**src/rtl/arb8_rr.sv**
```systemverilog
// Eight-way round-robin arbiter with grant hold and optional hold-time preemption.
// Grants, valid and index are all registered; handoff between owners costs no idle cycle.
module arb8_rr #(
    parameter int HOLD_MAX = 0
) (
    input  logic       CK,
    input  logic       CD,
    input  logic [7:0] REQ,
    output logic [7:0] GNT,
    output logic       GVLD,
    output logic [2:0] GIDX
);

    typedef enum logic {
        ST_IDLE = 1'b0,
        ST_BUSY = 1'b1
    } state_t;

    localparam logic [7:0] HOLD_LIM = 8'(HOLD_MAX);

    state_t     r_state;
    state_t     w_state_next;
    logic [2:0] r_ptr;
    logic [2:0] w_ptr_next;
    logic [7:0] r_hcnt;
    logic [7:0] w_hcnt_next;
    logic [7:0] r_gnt;
    logic [7:0] w_gnt_next;
    logic       r_gvld;
    logic       w_gvld_next;
    logic [2:0] r_gidx;
    logic [2:0] w_gidx_next;

    // The current owner is masked out of the candidate set; in IDLE r_gnt is zero so
    // nothing is masked, and on release the owner's bit is already low.
    logic [7:0] w_req_cand;
    logic [7:0] w_rot;
    logic [2:0] w_off;
    logic [2:0] w_win;
    logic       w_any;
    logic       w_own_req;
    logic       w_expired;
    logic [7:0] w_hcnt_inc;

    assign w_req_cand = REQ & ~r_gnt;
    assign w_any      = |w_req_cand;
    assign w_own_req  = REQ[r_gidx];
    assign w_hcnt_inc = (r_hcnt == 8'hFF) ? 8'hFF : r_hcnt + 8'd1;

    // Rotate the candidates so that bit 0 of w_rot is the requester at PTR.
    generate
        for (genvar gi = 0; gi < 8; gi++) begin : g_rot
            assign w_rot[gi] = w_req_cand[r_ptr + 3'(gi)];
        end
    endgenerate

    always_comb begin
        w_off = 3'd0;
        for (int k = 7; k >= 0; k--) begin
            if (w_rot[k]) begin
                w_off = 3'(k);
            end
        end
    end

    assign w_win = r_ptr + w_off;

    generate
        if (HOLD_MAX == 0) begin : g_no_preempt
            assign w_expired = 1'b0;
        end else begin : g_preempt
            assign w_expired = (r_hcnt >= HOLD_LIM);
        end
    endgenerate

    always_ff @(posedge CK) begin
        if (CD) begin
            r_state <= ST_IDLE;
            r_ptr   <= 3'd0;
            r_hcnt  <= 8'd0;
            r_gnt   <= 8'd0;
            r_gvld  <= 1'b0;
            r_gidx  <= 3'd0;
        end else begin
            r_state <= w_state_next;
            r_ptr   <= w_ptr_next;
            r_hcnt  <= w_hcnt_next;
            r_gnt   <= w_gnt_next;
            r_gvld  <= w_gvld_next;
            r_gidx  <= w_gidx_next;
        end
    end

    always_comb begin
        logic do_grant;
        logic go_idle;

        w_state_next = r_state;
        w_ptr_next   = r_ptr;
        w_hcnt_next  = r_hcnt;
        w_gnt_next   = r_gnt;
        w_gvld_next  = r_gvld;
        w_gidx_next  = r_gidx;
        do_grant     = 1'b0;
        go_idle      = 1'b0;

        case (r_state)
            ST_IDLE: begin
                do_grant = w_any;
            end
            ST_BUSY: begin
                if (!w_own_req) begin
                    // Release wins over a coincident preemption.
                    do_grant = w_any;
                    go_idle  = !w_any;
                end else if (w_expired && w_any) begin
                    do_grant = 1'b1;
                end else begin
                    w_hcnt_next = w_hcnt_inc;
                end
            end
            default: begin
                go_idle = 1'b1;
            end
        endcase

        if (do_grant) begin
            w_state_next = ST_BUSY;
            w_gnt_next   = 8'b1 << w_win;
            w_gvld_next  = 1'b1;
            w_gidx_next  = w_win;
            w_hcnt_next  = 8'd1;
            w_ptr_next   = w_win + 3'd1;
        end else if (go_idle) begin
            w_state_next = ST_IDLE;
            w_gnt_next   = 8'd0;
            w_gvld_next  = 1'b0;
            w_hcnt_next  = 8'd0;
        end
    end

    assign GNT  = r_gnt;
    assign GVLD = r_gvld;
    assign GIDX = r_gidx;

endmodule
```
**config.mk**
```make
export PLATFORM = sky130hd
export DESIGN_NAME = arb8_rr
export DESIGN_NICKNAME = d
export VERILOG_FILES = /design/src/rtl/arb8_rr.sv
export SDC_FILE = /design/constraint.sdc
export NUM_CORES = 1
export LEC_CHECK = 0
export ABC_AREA = 1
export BUFFER_PORTS_ARGS = -buffer_cell sky130_fd_sc_hd__buf_2
export CAP_MARGIN = 20
export CORE_MARGIN = 5
export CORE_UTILIZATION = 45
export DETAILED_ROUTE_END_ITERATION = 10
export GPL_ROUTABILITY_DRIVEN = 1
export PLACE_DENSITY = 0.7
export SLEW_MARGIN = 20
export SYNTH_ARGS = -nofsm -noshare
export SYNTH_HDL_FRONTEND = slang
export SYNTH_SLANG_ARGS = --single-unit
export TNS_END_PERCENT = 20
```
**constraint.sdc**
```tcl
create_clock -name CK -period 4.2 [get_ports CK]
set_input_delay 0.42 -clock CK [delete_from_list [all_inputs] [get_ports CK]]
set_output_delay 0.42 -clock CK [all_outputs]
set_load 0.05 [all_outputs]
```
# Yosys cells after proc, flatten, opt, wreduce, memory -nomap -nowiden
# Index checks and enable logic that the tools add are counted.
totals:
  ff_bits: 15
  in_bits: 10
  out_inout_bits: 12
op_classes:
  n_addsub: 9
  order_cmp: 9
  n_shift: 1
  muxes: 34
  n_bitwise: 3
  reduce_logical: 3
ops:
  columns: ["operator", "count"]
  rows:
  - ["< comparator 3 x 4 -> 1 bit (second input constant)", 9]
  - ["binary-select mux 1 bit (select 3 bit)", 9]
  - ["two-way mux 3 bit", 8]
  - ["two-way mux 8 bit", 2]
  - ["two-way mux 1 bit", 14]
  - ["adder 3 bit (second input constant)", 4]
  - ["bitwise AND 8 bit", 1]
  - ["NOT 8 bit", 1]
  - ["OR reduction 8 bit", 1]
  - ["<< shifter 1 x 3 -> 8 bit (first input constant)", 1]
  - ["adder 3 x 1 -> 3 bit (second input constant)", 2]
  - ["adder 3 x 2 -> 3 bit (second input constant)", 2]
  - ["adder 3 bit", 1]
  - ["case mux 1 bit (2 select lines)", 1]
  - ["nonzero test 2 bit", 1]
  - ["logical NOT 1 bit", 1]
  - ["NOT 1 bit", 1]

# Depth between registers and ports, before layout
# Gate-level depths: netlist of run 1.
logic_depth:
  depth_word: 15
  ltp_mapped: 22
  depth_no_buf: 21

# Worst setup path after synthesis of run 1
# Ideal clock, no wire load.
synth_path:
  kind: "reg-to-reg"
  startpoint: "register r_ptr[1]"
  endpoint: "register r_ptr[2]"
  setup_ns: 0.119
  t_arrival_ns: 3.245
  path_slack_ns: 0.836
  stages_incl_launch_ff: 23
  path_buffers: 1
  period_less_slack_ns: 3.364
  path_cell_list: "dfxtp_1 -> buf_2 -> inv_2 -> ha_1 -> inv_1 -> nand3_1 -> nand3_1 -> a21oi_1 -> o21bai_1 -> nand2_1 -> nand2_1 -> a21boi_0 -> ha_1 -> inv_1 -> fa_1 -> xor2_1 -> inv_1 -> nand3_4 -> nand2_4 -> inv_1 -> ha_1 -> o21ai_0 -> a21oi_1"
synth_between:
  elab_chain_cells: 13
synth_lines:
  columns: ["element", "line", "text"]
  rows:
  - ["start: declaration", "23", "logic [2:0] r_ptr;"]
  - ["start signal: assignment", "86", "r_ptr <= w_ptr_next;"]
  - ["adder 3 bit", "53", "assign w_rot[gi] = w_req_cand[r_ptr + 3'(gi)];"]
  - ["binary-select mux 1 bit (select 3 bit)", "53", null]
  - ["two-way mux 1 bit (implied by the code)", "53", null]
  - ["two-way mux 3 bit (8 in series)", "60", "if (w_rot[k]) begin"]
  - ["adder 3 bit (*)", "66", "assign w_win = r_ptr + w_off;"]
  - ["adder 3 x 1 -> 3 bit (*)", "133", "w_ptr_next = w_win + 3'd1;"]
# Mark *: on every way between the ends. The rest lies on a longest branch, timed or not. The select of a mux whose other input is x is not followed.
# A chain may end at the register's enable or synchronous reset.

# Final worst setup path of run 1
layout_path:
  startpoint: "register r_ptr[0]"
  endpoint: "register r_ptr[2]"
# The elaborated chain is that of the path after synthesis.

==> results.cfg, run 1 <==
[cts]
cts_setup_buffers = 0
cts.root.buffer_cell = clkbuf_4
cts_tree = yes
path_clk_slew_ps = 110
cts_buffers = 3
clock-sinks = 15
clock_path_buffers = 2
clk_latency_ps = 300
htreeDepth = 1
postCtsHoldBufs = 0
post_cts_resized = 0

[logic_synthesis]
syn_nets = 232
synth_edf_count = 0
syn_avg_cell_area_sq_um = 6.973
synth_top_area_share_pct = 20.22
syn_area_sq_um = 1485
synthDistinctLibCells = 32
syn_inst = 213
yosysSeqAreaShare_pct = 20.22
yosysWarnings = 0
synthFlopType = dfxtp_1
synthArstFlopShare_pct = 0
synthTopCellsByArea = dfxtp_1 20%, nand2_1 13%, nand3_1 12%
synth_top_area_cell = dfxtp_1
ys_ff_latch = 15

[die]
core-area_sq_um = 3103
rows = 20
fp.dieH_um = 67.45
dieArea_sq_um = 4550
die_w_um = 67.45
ioPinCount = 22
initial_utilization_pct = 47.86

[timing]
finalSetupViolCount = 0
finalClockSkew_ps = 8.785
hold_viol = 0
holdWs_ps = 441.6
max_slew_margin_pct = 69.63
fin_tns_setup_ps = 0
maxClockFrequency_ghz = 0.2610
slew_viol_final = 0
fin_ws_ps = 368.4
fin_crit_ps = 3832
period_share_pct = 91.23
worst_pin_slew_ps = 455.0
rsz0062_at_grt = no

[route]
drt_first_iter_violations = 86
drtPass1Iterations = 4
ant_nets = 0
avgRoutedWirePerCell_um = 12.90
avgViaCountPerCell = 5.097
drc_errors = 0
route.vias.total = 1417
wl_mm = 3.586

[critical_path]
cp.required_ps = 4390
reg2reg_depth = 21
cp_common_cell = inv_1
slowest_delay_ps = 610
crit_path_start_kind = flip-flop
path_cells = inv_6, ha_1, inv_1, nand3_1, nand3_1, a21oi_1, o21bai_1, nand2_1, nand2_1, a21boi_0, ha_1, inv_1, fa_1, xor2_1, inv_1, nand3_4, nand2_4, inv_1, ha_1, o21ai_0, a21oi_1
reg2reg_from = r_ptr[0]
crit_type = reg -> reg
reg2reg_to = r_ptr[2]
cp.arrival_ps = 4020
slowest_stage = dfxtp_1
regToRegSetupSlack_ps = 370
worstSetupEndpointType = flip-flop
worstPathMaxFanout = 11

[place]
gp_congestion = 0.8891
placed_area_sq_um = 1610
portBuffers = 21
post-place-ws_ps = 413.9
dp_hpwl_mm = 2.964

[layout]
final_nets = 254
design_area_sq_um = 1640
insertedDiodeCount = 0
drive_gt1_share_pct = 29.49
final_cell_mix = 51 x nand2_1, 36 x nand3_1, 25 x inv_1, 21 x buf_2, 15 x dfxtp_1
area_delta_synth_final_pct = 10.45
layout_commonest_cell = nand2_1

[global_route]
use_met1_pct = 25.57
grt_max_degree = 13
grt_usage_pct = 18.15
grt_pass1_wl_mm = 6.341
grt_antenna_before_repair = 0
overflow = 0
grtUsageMet3_pct = 3.993
use_met2_pct = 28.83
grt_pass1_vias = 1404
grt.busiest_layer = met2

[job]
cap_violations = 0

[hold_path]
worstHoldPathCells = 2
holdCritStartpoint = CD
hp-class = in -> reg
min_to = GNT[2]

[outcome]
status = complete, no violations
logic make-up after synthesis:
| family | share of synthesized area [%] |
|---|---|
| AO/OA/AOI/OAI | 11.46 |
| XOR/XNOR | 3.876 |
| adder cells (fa/ha/maj) | 8.088 |
| buffers and inverters | 10.78 |
| flip-flops | 20.22 |
| AND/OR/NAND/NOR | 45.58 |
worst max-delay path, delay by kind of cell, from the launching register on:
kind                       cells  cell delay (ps)
DFF                            1              610
buffers and inverters          5              470
adders and majority gates      4             1160
and+or+nand+nor                6              530
AOI/OAI and AO/OA              5              650
xor gates and xnor gates       1              270
sequential cells by signal, indices dropped and copies added (netlist names):
name / flops
GIDX: 3
r_ptr: 3
GVLD: 1
GNT: 8
per-layer routing:
metal,part of all wire [%],up-vias
li1,-,734
met5,0,-
met4,0,0
met3,5.9,0
met2,46,40
met1,48,643
worst max path at each step:
stage,from,endpoint,slack [ps],cells past startpoint
2_1_floorplan,r_ptr[1],r_ptr[2],840,22
3_3_place_gp,r_ptr[0],r_ptr[2],530,21
3_5_place_dp,r_ptr[0],r_ptr[2],410,21
4_1_cts,r_ptr[0],r_ptr[2],390,21
5_1_grt,r_ptr[0],r_ptr[2],50,21
6_report,r_ptr[0],r_ptr[2],370,21
area by class of cell:
type                            instances  area (sq um)
Timing Repair Buffer                   22         112.6
Inverter                               30         117.6
Multi-Input combinational cell        163          1025
Clock inverter                          1         7.507
Clock buffer                            3         22.52
Sequential cell                        15         300.3
Tap cell                               44         55.05
Fill cell                             337          1463
synth_stat cells (2+ instances only):
| cell type | number |
|---|---|
| nor2_1 | 6 |
| nand2_2 | 11 |
| o21ai_0 | 4 |
| inv_2 | 4 |
| nand3_1 | 36 |
| a21oi_1 | 9 |
| o21bai_1 | 2 |
| ha_1 | 8 |
| nand2_1 | 51 |
| buf_6 | 3 |
| dfxtp_1 | 15 |
| nand3_2 | 12 |
| a221oi_1 | 2 |
| nand2_4 | 3 |
| a21oi_2 | 5 |
| inv_1 | 25 |
| xnor2_2 | 2 |
metrics by stage:
stage | utilization, % | std cells
floorplan | - | 213
global placement | 51.90 | 274
detailed placement | 51.90 | 274
CTS | 52.86 | 278
global route | 52.86 | 278
finish | 52.86 | 278
Power of run 1 is left out: the tool's default activity adds up to more than one toggle a clock period on the data nets, which glitch-free logic cannot reach.
==> run 2, diff against run 1 <==
--- a/config.mk
+++ b/config.mk
@@ -12,8 +12,7 @@
 export CORE_UTILIZATION = 45
 export DETAILED_ROUTE_END_ITERATION = 10
 export GPL_ROUTABILITY_DRIVEN = 1
-export PLACE_DENSITY = 0.7
-export SLEW_MARGIN = 20
+export PLACE_DENSITY = 0.73
 export SYNTH_ARGS = -nofsm -noshare
 export SYNTH_HDL_FRONTEND = slang
 export SYNTH_SLANG_ARGS = --single-unit
==> constraint.sdc (replaced) <==
create_clock -name CK -period 3.45 [get_ports CK]
set_input_delay 0.345 -clock CK [delete_from_list [all_inputs] [get_ports CK]]
set_output_delay 0.345 -clock CK [all_outputs]
set_load 0.05 [all_outputs]
==> results.cfg, run 2 (synthesis gave the netlist of run 1 again) <==
[die]
initial_utilization_pct = 47.86
rows = 20
fp.dieH_um = 67.45
ioPinCount = 22
dieArea_sq_um = 4550
core-area_sq_um = 3103
die_w_um = 67.45

[global_route]
grt_pass1_wl_mm = 6.072
grt_usage_pct = 17.42
grt_max_degree = 13
grt_pass1_vias = 1359
overflow = 0
grt_antenna_before_repair = 0

[cts]
cts_tree = yes
cts.root.buffer_cell = clkbuf_4
clk_latency_ps = 290
clock_path_buffers = 2
path_clk_slew_ps = 100
cts_buffers = 3
clock-sinks = 15
postCtsHoldBufs = 0
htreeDepth = 1

[timing]
fin_crit_ps = 3150
fin_tns_setup_ps = 0
worst_pin_slew_ps = 392.4
period_share_pct = 91.30
maxClockFrequency_ghz = 0.3175
fin_ws_ps = 300.3
rsz0062_at_grt = no
max_slew_margin_pct = 73.78
slew_viol_final = 0
finalClockSkew_ps = 4.593
hold_viol = 0
finalSetupViolCount = 0

[layout]
insertedDiodeCount = 0
final_nets = 259
largest_reg_flops = 8
drive_gt1_share_pct = 33.89
area_delta_synth_final_pct = 14.83
final_cell_mix = 50 x nand2_1, 35 x nand3_1, 25 x inv_1, 21 x buf_2, 13 x nand3_2
instances_no_fill = 283
layout_commonest_cell = nand2_1

[critical_path]
crit_path_start_kind = flip-flop
crit_type = reg -> reg
cp.arrival_ps = 3330
worstPathMaxFanout = 10
cp.required_ps = 3630
worstSetupEndpointType = flip-flop

[place]
place_inst = 278
post-place-ws_ps = 79.65
gp_congestion = 0.8883
dp_hpwl_mm = 2.955
portBuffers = 21

[route]
drtPass1Iterations = 4
drc_errors = 0
ant_nets = 0
drt_first_iter_violations = 197
avgViaCountPerCell = 5.240
route.vias.total = 1483
avgRoutedWirePerCell_um = 12.66
wl_mm = 3.584

[hold_path]
hp-class = in -> reg

[job]
cap_violations = 0

[outcome]
status = complete, no violations
## run 2: layer usage
layer | up-vias | routed length (um) | global-route usage [%]
met1 | 667 | 1608 | 23.83
met2 | 64 | 1637 | 27.85
li1 | 748 | - | -
met4 | 0 | 21 | 4.304
met5 | - | 0 | 0
met3 | 4 | 317 | 3.494
## run 2: worst max-delay path, cell delays in order, from the launching register on
cell and delay (ps):
dfxtp_2 350, buf_4 170, ha_1 230, xnor2_2 160, inv_1 80, nand3_1 90, nand2_2 90, o21bai_1 70
nand2_1 60, nand2_1 40, a21boi_1 120, ha_1 160, inv_1 50, fa_1 360, xor2_1 180, buf_4 150
nand2_4 60, nand2_4 110, inv_1 50, ha_1 280, o21ai_1 120, a21oi_1 50
## run 2: final timing paths
check / endpoint / depth (start not counted) / startpoint / slack (ps)
setup / recovery: r_ptr[2] / 21 / r_ptr[0] / 300
hold / removal: GNT[0] / 2 / CD / 360
setup reg to reg: r_ptr[2] / 21 / r_ptr[0] / 300
hold reg to reg: GNT[5] / 2 / GNT[5] / 500
## run 2: final cells by class
type / count / area (sq um)
clock buffers: 3 / 22.52
clock inverters: 1 / 7.507
fillers: 326 / 1398
inverters: 30 / 117.6
multi-input cells: 163 / 1049
flip-flops and latches: 15 / 304.0
well taps: 44 / 55.05
repair buffers: 27 / 150.1
## run 2: what timing repair did
item / in CTS / in global routing
hold endpoints to repair: 0 / 0
gates resized for setup: 0 / 10
setup buffers: 0 / 1
setup endpoints to repair: 0 / 2
## run 2: stage by stage
step           area [sq um]  utilization (%)  hold WS [ps]
2_1_floorplan          1485                -         530.5
3_3_place_gp           1640            52.86         479.8
3_5_place_dp           1640            52.86         485.7
4_1_cts                1670            53.83         343.4
5_1_grt                1705            54.96         345.6
6_report               1705            54.96         357.7
Power of run 2 is left out for the same reason.
==> run 3, diff against run 2 <==
--- a/config.mk
+++ b/config.mk
@@ -8,11 +8,12 @@
 export ABC_AREA = 1
 export BUFFER_PORTS_ARGS = -buffer_cell sky130_fd_sc_hd__buf_2
 export CAP_MARGIN = 20
-export CORE_MARGIN = 5
-export CORE_UTILIZATION = 45
+export CORE_ASPECT_RATIO = 0.75
+export CORE_MARGIN = 1
+export CORE_UTILIZATION = 36
 export DETAILED_ROUTE_END_ITERATION = 10
 export GPL_ROUTABILITY_DRIVEN = 1
-export PLACE_DENSITY = 0.73
+export PLACE_DENSITY = 0.62
 export SYNTH_ARGS = -nofsm -noshare
 export SYNTH_HDL_FRONTEND = slang
 export SYNTH_SLANG_ARGS = --single-unit
==> results.cfg, run 3 (synthesis gave the netlist of run 1 again) <==
[outcome]
status = complete, no violations

[place]
portBuffers = 21
placed_area_sq_um = 1650
gp_congestion = 0.8294
dp_hpwl_mm = 3.058

[critical_path]
slowest_stage = fa_1
cp.arrival_ps = 3300
crit_type = reg -> reg
worstPathMaxFanout = 10
slowest_delay_ps = 400
crit_path_start_kind = flip-flop
cp.required_ps = 3570
worstSetupEndpointType = flip-flop
path_cells = buf_4, ha_1, xnor2_2, inv_1, nand3_1, nand2_2, o21bai_1, nand2_1, nand2_1, a21boi_2, ha_1, inv_1, fa_1, xor2_2, buf_4, nand2_4, nand2_4, inv_1, ha_1, o21ai_1, a21oi_1

[layout]
layout_commonest_cell = nand2_1
multi_input_area_sq_um = 1061
largest_reg_flops = 8
area_delta_synth_final_pct = 17.69
final_nets = 260
n_fill_cell = 415
design_area_sq_um = 1748
final_cell_mix = 50 x nand2_1, 34 x nand3_1, 24 x inv_1, 21 x buf_2
drive_gt1_share_pct = 34.17
utilization_pct = 45.95
insertedDiodeCount = 0
regArea_sq_um = 301.5

[die]
initial_utilization_pct = 39.05
rows = 19
die_w_um = 76.17
dieArea_sq_um = 4389
ioPinCount = 22
fp.dieH_um = 57.63
core-area_sq_um = 3804

[global_route]
grt_antenna_before_repair = 0
grt_pass1_vias = 1272
grt_pass1_wl_mm = 6.292
overflow = 0
grt_max_degree = 13
grt_usage_pct = 18.21

[timing]
finalClockSkew_ps = 4.042
max_slew_margin_pct = 66.85
worst_pin_slew_ps = 496.6
slew_viol_final = 0
maxClockFrequency_ghz = 0.3148
fin_crit_ps = 3177
finalSetupViolCount = 0
period_share_pct = 92.08
rsz0062_at_grt = no
hold_viol = 0
fin_tns_setup_ps = 0

[job]
cap_violations = 0

[route]
drt_first_iter_violations = 84
avgViaCountPerCell = 4.935
avgRoutedWirePerCell_um = 12.94
ant_nets = 0
drc_errors = 0
drtPass1Iterations = 4
wl_mm = 3.779
route.vias.total = 1441

[cts]
path_clk_slew_ps = 60
htreeDepth = 1
cts_buffers = 3
clk_latency_ps = 250
cts.root.buffer_cell = clkbuf_8
clock-sinks = 15
cts_tree = yes
clock_path_buffers = 2

[hold_path]
hp-class = in -> reg
-- run 3: cell types whose count changed in the layout (fill, tap and decap cells not counted), sizes merged --
cell / delta
buf: +1
clkbuf: +1
clkinvlp: -1
-- run 3: metrics by stage --
stage          hold WS (ps)  setup slack, ps  std cells
2_1_floorplan         530.5            85.70        213
3_3_place_gp          474.1            116.7        286
3_5_place_dp          474.1            50.96        286
4_1_cts               422.8            30.19        290
5_1_grt               438.8            15.06        292
6_report              425.9            273.3        292
-- run 3: area by class of cell --
cell class / count / share of cell area, %
well taps: 52 / 3.722
multi-input cells: 163 / 60.70
flip-flops and latches: 15 / 17.25
inverters: 30 / 6.729
repair buffers: 28 / 9.019
clock buffers: 4 / 2.577
-- run 3: worst max-delay path: cells and delay by family, from the launching register on --
family | cells | cell delay (ps)
AOI/OAI and AO/OA | 4 | 360
DFF | 1 | 340
and+or+nand+nor | 6 | 440
buffers and inverters | 5 | 520
adders and majority gates | 4 | 1060
xor gates and xnor gates | 2 | 320
-- run 3: path summary, 6_finish.rpt --
| path | start | end | slack, ps | depth (start not counted) |
|---|---|---|---|---|
| hold reg to reg | GNT[7] | GNT[7] | 490 | 2 |
| setup reg to reg | r_ptr[0] | r_ptr[2] | 270 | 21 |
| hold / removal | CD | GNT[0] | 430 | 2 |
| setup / recovery | r_ptr[0] | r_ptr[2] | 270 | 21 |
-- run 3: layer usage --
layer	vias to the layer above	track usage (%)	share of wire, %
met1	652	29.25	55
met4	0	2.747	0.56
met5	-	0	0
li1	743	-	-
met2	42	24.29	37
met3	4	4.409	7.0
-- run 3: timing repair --
item                       CTS  global route
setup endpoints to repair    0             7
hold buffers                 0             0
setup buffers                0             2
gates resized for setup      0            11
Power of run 3 is left out for the same reason.
